**src/rtl/alu_control_mc_if.sv**
```systemverilog
// Handshake bundle between the ID-stage decoder (master) and the registered ALU-control block (slave).
interface alu_control_mc_if #(
    parameter int FW = 6,
    parameter int GW = 3
);
    logic          in_valid;
    logic          in_ready;
    logic [1:0]    aluop;
    logic [FW-1:0] funct;
    logic          flush;
    logic          out_valid;
    logic [GW-1:0] gout;
    logic [1:0]    mc_op;
    logic          busy;
    logic          illegal;

    modport master (
        output in_valid, aluop, funct, flush,
        input  in_ready, out_valid, gout, mc_op, busy, illegal
    );

    modport slave (
        input  in_valid, aluop, funct, flush,
        output in_ready, out_valid, gout, mc_op, busy, illegal
    );
endinterface

```
**src/rtl/alu_control_mc.sv**
```systemverilog
// Registered ALU-control decoder: one-cycle decode for single-cycle ops,
// busy-sequenced MULT/DIV with a down-counter, plus illegal R-type flagging.
module alu_control_mc #(
    parameter int FW      = 6,
    parameter int GW      = 3,
    parameter int MUL_LAT = 4,
    parameter int DIV_LAT = 8
) (
    input logic              clk,
    input logic              rst_n,
    alu_control_mc_if.slave  bus
);
    localparam int LAT_MAX = (MUL_LAT > DIV_LAT) ? MUL_LAT : DIV_LAT;
    localparam int CW      = $clog2(LAT_MAX);
    localparam logic [CW-1:0] MUL_LOAD = CW'(MUL_LAT - 1);
    localparam logic [CW-1:0] DIV_LOAD = CW'(DIV_LAT - 1);

    typedef enum logic {IDLE, MC} state_t;

    state_t        r_state, w_state_nxt;
    logic [CW-1:0] r_cnt, w_cnt_nxt;
    logic [GW-1:0] r_gout, w_gout_nxt;
    logic [1:0]    r_mc_op, w_mc_op_nxt;
    logic          r_illegal, w_illegal_nxt;
    logic          r_sc_valid, w_sc_valid_nxt;

    logic          w_busy;
    logic          w_accept;
    logic          w_hi_zero;
    logic [2:0]    w_dec_sel;
    logic [1:0]    w_dec_mc;
    logic          w_dec_ill;

    assign w_busy    = (r_state == MC);
    assign w_accept  = bus.in_valid & ~w_busy;
    assign w_hi_zero = ((bus.funct >> 6) == '0);

    always_comb begin
        w_dec_sel = 3'b010;
        w_dec_mc  = 2'b00;
        w_dec_ill = 1'b0;
        case (bus.aluop)
            2'b00: w_dec_sel = 3'b010;
            2'b01: w_dec_sel = 3'b110;
            2'b11: w_dec_sel = 3'b011;
            default: begin
                if (!w_hi_zero) begin
                    w_dec_ill = 1'b1;
                end else begin
                    case (bus.funct[5:0])
                        6'b100000: w_dec_sel = 3'b010;
                        6'b100010: w_dec_sel = 3'b110;
                        6'b100100: w_dec_sel = 3'b000;
                        6'b100101: w_dec_sel = 3'b001;
                        6'b101010: w_dec_sel = 3'b111;
                        6'b100111: w_dec_sel = 3'b100;
                        6'b010101: w_dec_sel = 3'b010;
                        6'b011000: begin
                            w_dec_sel = 3'b101;
                            w_dec_mc  = 2'b01;
                        end
                        6'b011010: begin
                            w_dec_sel = 3'b101;
                            w_dec_mc  = 2'b10;
                        end
                        default:   w_dec_ill = 1'b1;
                    endcase
                end
            end
        endcase
    end

    // Flush wins over everything; the MC counter only loads from IDLE so it never wraps.
    always_comb begin
        w_state_nxt    = r_state;
        w_cnt_nxt      = r_cnt;
        w_gout_nxt     = r_gout;
        w_mc_op_nxt    = r_mc_op;
        w_illegal_nxt  = r_illegal;
        w_sc_valid_nxt = 1'b0;
        if (bus.flush) begin
            w_state_nxt = IDLE;
            w_cnt_nxt   = '0;
        end else begin
            case (r_state)
                IDLE: begin
                    if (w_accept) begin
                        w_gout_nxt    = GW'(w_dec_sel);
                        w_mc_op_nxt   = w_dec_mc;
                        w_illegal_nxt = w_dec_ill;
                        if (w_dec_mc == 2'b01) begin
                            w_state_nxt = MC;
                            w_cnt_nxt   = MUL_LOAD;
                        end else if (w_dec_mc == 2'b10) begin
                            w_state_nxt = MC;
                            w_cnt_nxt   = DIV_LOAD;
                        end else begin
                            w_sc_valid_nxt = 1'b1;
                        end
                    end
                end
                MC: begin
                    if (r_cnt == '0) begin
                        w_state_nxt = IDLE;
                    end else begin
                        w_cnt_nxt = r_cnt - CW'(1);
                    end
                end
                default: w_state_nxt = IDLE;
            endcase
        end
    end

    always_ff @(posedge clk or negedge rst_n) begin
        if (!rst_n) begin
            r_state    <= IDLE;
            r_cnt      <= '0;
            r_gout     <= GW'(3'b010);
            r_mc_op    <= 2'b00;
            r_illegal  <= 1'b0;
            r_sc_valid <= 1'b0;
        end else begin
            r_state    <= w_state_nxt;
            r_cnt      <= w_cnt_nxt;
            r_gout     <= w_gout_nxt;
            r_mc_op    <= w_mc_op_nxt;
            r_illegal  <= w_illegal_nxt;
            r_sc_valid <= w_sc_valid_nxt;
        end
    end

    assign bus.in_ready  = ~w_busy;
    assign bus.busy      = w_busy;
    assign bus.out_valid = r_sc_valid | (w_busy & (r_cnt == '0));
    assign bus.gout      = r_gout;
    assign bus.mc_op     = r_mc_op;
    assign bus.illegal   = r_illegal;
endmodule

```
**src/flat_wrapper.sv**
```systemverilog
// flat-port wrapper written by rule: the top's interface ports become plain ports
module alu_control_mc_flat 
#(
    parameter int FW      = 6,
    parameter int GW      = 3,
    parameter int MUL_LAT = 4,
    parameter int DIV_LAT = 8
)
  (clk, rst_n, bus_in_valid, bus_aluop, bus_funct, bus_flush, bus_in_ready, bus_out_valid, bus_gout, bus_mc_op, bus_busy, bus_illegal);
  alu_control_mc_if #(.FW(FW), .GW(GW)) bus_i ();
  input logic clk;
  input logic rst_n;
  input wire logic [$bits(bus_i.in_valid)-1:0] bus_in_valid;
  input wire logic [$bits(bus_i.aluop)-1:0] bus_aluop;
  input wire logic [$bits(bus_i.funct)-1:0] bus_funct;
  input wire logic [$bits(bus_i.flush)-1:0] bus_flush;
  output wire logic [$bits(bus_i.in_ready)-1:0] bus_in_ready;
  output wire logic [$bits(bus_i.out_valid)-1:0] bus_out_valid;
  output wire logic [$bits(bus_i.gout)-1:0] bus_gout;
  output wire logic [$bits(bus_i.mc_op)-1:0] bus_mc_op;
  output wire logic [$bits(bus_i.busy)-1:0] bus_busy;
  output wire logic [$bits(bus_i.illegal)-1:0] bus_illegal;
  assign bus_i.in_valid = bus_in_valid;
  assign bus_i.aluop = bus_aluop;
  assign bus_i.funct = bus_funct;
  assign bus_i.flush = bus_flush;
  assign bus_in_ready = bus_i.in_ready;
  assign bus_out_valid = bus_i.out_valid;
  assign bus_gout = bus_i.gout;
  assign bus_mc_op = bus_i.mc_op;
  assign bus_busy = bus_i.busy;
  assign bus_illegal = bus_i.illegal;
  alu_control_mc #(.FW(FW), .GW(GW), .MUL_LAT(MUL_LAT), .DIV_LAT(DIV_LAT)) u_core (.clk(clk), .rst_n(rst_n), .bus(bus_i));
endmodule
```
**config.mk**
```make
export PLATFORM = sky130hd
export DESIGN_NAME = alu_control_mc_flat
export DESIGN_NICKNAME = d
export VERILOG_FILES = /design/src/rtl/alu_control_mc_if.sv /design/src/rtl/alu_control_mc.sv /design/src/flat_wrapper.sv
export SDC_FILE = /design/constraint.sdc
export NUM_CORES = 1
export LEC_CHECK = 0
export ABC_AREA = 1
export BUFFER_PORTS_ARGS = -buffer_cell sky130_fd_sc_hd__buf_2
export CAP_MARGIN = 0
export CORE_MARGIN = 3
export CORE_UTILIZATION = 50
export DETAILED_ROUTE_END_ITERATION = 6
export PLACE_DENSITY = 0.76
export SLEW_MARGIN = 20
export SYNTH_ARGS = -nofsm -noshare
export SYNTH_HDL_FRONTEND = slang
export SYNTH_SLANG_ARGS = --single-unit
```
**constraint.sdc**
```tcl
create_clock -name clk -period 1.7 [get_ports clk]
set_input_delay 0.255 -clock clk [delete_from_list [all_inputs] [get_ports clk]]
set_output_delay 0.255 -clock clk [all_outputs]
set_load 0.01 [all_outputs]
```
==> impl_metrics.csv <==
group,metric,value,unit
synth,synthMuxAreaShare,0,%
critical_path,crit_path_end_kind,"output pin",
synth,yosysSeqAreaShare,34.5,%
sta,maxSlewHeadroom,83.9,%
final_layout,fillerInstances,134,
floorplan,ios,21,
detailed_routing,drt_iter0_drc,30,
place,gp_congestion,0.810,
sta,rsz0062_at_grt,"no",
floorplan,die_area,2120,um^2
synth,synth_area,801,um^2
final_layout,nets,156,
synth,synth_top_cell_by_area,"dfrtp_1",
synth,ys_ff_latch,11,
clock_tree,clk_pin_slew_worst_paths,0.07,ns
critical_path,arrival,1.32,ns
detailed_routing,drc_errors,0,
synth,synth_cells,116,
synth,synth-xor-area-share,0,%
global_routing,grt_pass1_wl,2860,um
floorplan,initial_utilization,57.2,%
sta,fin_worst_skew,0.000684,ns
detailed_routing,ant_nets,0,
place,place_area,915,um^2
global_routing,grt_use_total,18.6,%
place,portBuffers,20,
clock_tree,clock_latency,0.27,ns
final_layout,final_cells,155,
sta,setup-tns-final,0,ns
global_routing,antenna_found_initial,0,
critical_path,critPathKind,"register to output pin",
synth,synth.distinct_cells,26,
synth,synth_area_per_cell,6.90,um^2
sta,setup_violations,0,
min_path,hold_path_class,"input pin to register",
clock_tree,cts_resized,0,
detailed_routing,wl_per_cell,11.3,um
clock_tree,cts_tree,"yes",
global_routing,grt_pass1_vias,695,
global_routing,grt.overflow.total,0,
clock_tree,clock-root-buffer,"clkbuf_4",
sta,slew_viol_final,0,
clock_tree,htreeDepth,1,
final_layout,layout_common_cells,"21 x nand2_1, 20 x buf_2, 18 x nor2_1",
synth,synth-simple-area-share,39.7,%
final_layout,antenna_cells,0,
place,dp_hpwl,1390,um
final_layout,design_area,951,um^2
clock_tree,cts_max_path_buffers,2,
sta,min_period,1.57,ns
power_and_ir_drop,powerDensity,637,nW/um^2
synth,syn_nets,131,
final_layout,drive_above_1_share,30.7,%
synth,synthDominantCellAreaShare,31.3,%
place,placed_cells,150,
synth,synth-adder-area-share,4.69,%
synth,synthArstFlopShare,100,%
sta,fin_crit_sh,92.5,%
floorplan,die_height,46.0,um
synth,ys_warn_count,0,
synth,synth_edf_count,0,
critical_path,cp.required,1.44,ns
floorplan,core,1400,um^2
detailed_routing,firstDrtPassIters,4,
power_and_ir_drop,power.leakage,0.000531,uW
sta,fmax,0.636,GHz
sta,timing.hold.ws,0.173,ns
sta,tightest_slew,0.241,ns
detailed_routing,vias,793,
detailed_routing,totalWireLength,1760,um
clock_tree,cts.sinks,11,
sta,hold_viol,0,
job,maxCapViolCount,0,
floorplan,num_rows,13,
synth,ys.flop_type,"dfrtp_1",
final_layout,area_growth,18.8,%
detailed_routing,vias_per_cell,5.12,
synth,synth_top_family_by_area,"simple AND/OR/NAND/NOR gates",
power_and_ir_drop,peakVddDrop,0.464,mV
outcome,status,"finished, final reports clean",
critical_path,start_kind,"register",
clock_tree,cts_buffers,3,
critical_path,path_max_fanout,3,
final_layout,regArea,277,um^2
global_routing,grt_max_degree,12,
floorplan,die_w,46.0,um
synth,synth_compound_area_share,9.69,%
final_layout,multi_input_area,433,um^2
synth,ys_top_cells_by_area,"dfrtp_1 31%, nand2_1 9.8%, nand3_1 9.4%",
final_layout,final_common_cell,"nand2_1",
[routing by layer]
metal  vias to the layer above  wire length, um  GRT usage [%]
met3                         2              131           3.95
met2                        35              743           28.6
met5                         -                0              0
met4                         0               27           5.11
li1                        414                -              -
met1                       342              852           25.9
[Yosys cell counts (2+ instances only)]
cell	n
a21oi_1	4
dfrtp_1	10
ha_1	3
inv_1	14
inv_2	7
nand2_1	21
nand3_1	15
nand3_2	2
nor2_1	18
nor2_2	3
o21ai_0	2
o21ai_1	3
[final timing paths]
check,startpoint,to,slack [ns],cells after the start
worst max-delay path,u_core.r_cnt[0]$_DFFE_PN0P_,bus_out_valid,0.13,6
worst min-delay path,bus_flush,u_core.bus.busy$_DFF_PN0_,0.17,2
worst max register to register,u_core.r_cnt[0]$_DFFE_PN0P_,u_core.r_cnt[0]$_DFFE_PN0P_,0.25,10
worst min register to register,u_core.bus.illegal$_DFFE_PN0P_,u_core.bus.illegal$_DFFE_PN0P_,0.48,2
max in group asynchronous,rst_n,u_core.bus.gout[1]$_DFFE_PN1P_,1.06,2
min in group asynchronous,rst_n,u_core.bus.mc_op[0]$_DFFE_PN0P_,0.38,2
[sequential cells by signal, summed over array words and instances, names as in the netlist]
name,cells
u_core.r_cnt,3
u_core.bus.busy,1
u_core.bus.gout,3
u_core.r_sc_valid,1
u_core.bus.illegal,1
u_core.bus.mc_op,2
[cells by family after synthesis]
family,Yosys count
AOI/OAI and AO/OA,13
adders and majority gates,3
buffers and inverters,23
DFF,11
and+or+nand+nor,66
[stage by stage]
step                setup WS [ns]  utilization, %  total power, uW
floorplan                   0.335               -              377
global placement           0.0529            65.4              425
detailed placement         0.0426            65.4              428
CTS                         0.119            68.0              608
global route               0.0463            68.0              642
finish                      0.127            68.0              605
[area by class of cell]
cell class | count | area share (%)
Multi-Input combinational cell | 82 | 45.5
Clock buffer | 4 | 2.76
Timing Repair Buffer | 22 | 12.4
Inverter | 21 | 8.29
Tap cell | 15 | 1.97
Sequential cell | 11 | 29.1
[report_power, final]
| part | internal [uW] | total, uW | switching (uW) | leakage (uW) |
|---|---|---|---|---|
| combinational | 50.9 | 138 | 86.9 | 0.000375 |
| clock | 90.8 | 179 | 88.4 | 0.0000150 |
| sequential | 280 | 288 | 7.95 | 0.000141 |
| total | 422 | 605 | 183 | 0.000531 |
[timing repair]
| item | CTS | global route |
|---|---|---|
| endpoints found under the hold margin | 10 | 0 |
| setup buffers | 0 | 0 |
| hold buffers | 1 | 0 |
[worst max-delay path, cell delays in order, from the launching register on]
cell      delay (ns)
dfrtp_1         0.36
inv_1           0.09
ha_1            0.16
ha_1            0.14
inv_1           0.05
o21bai_1        0.10
buf_2           0.14
No activity file was read; power rests on OpenSTA's default activity.
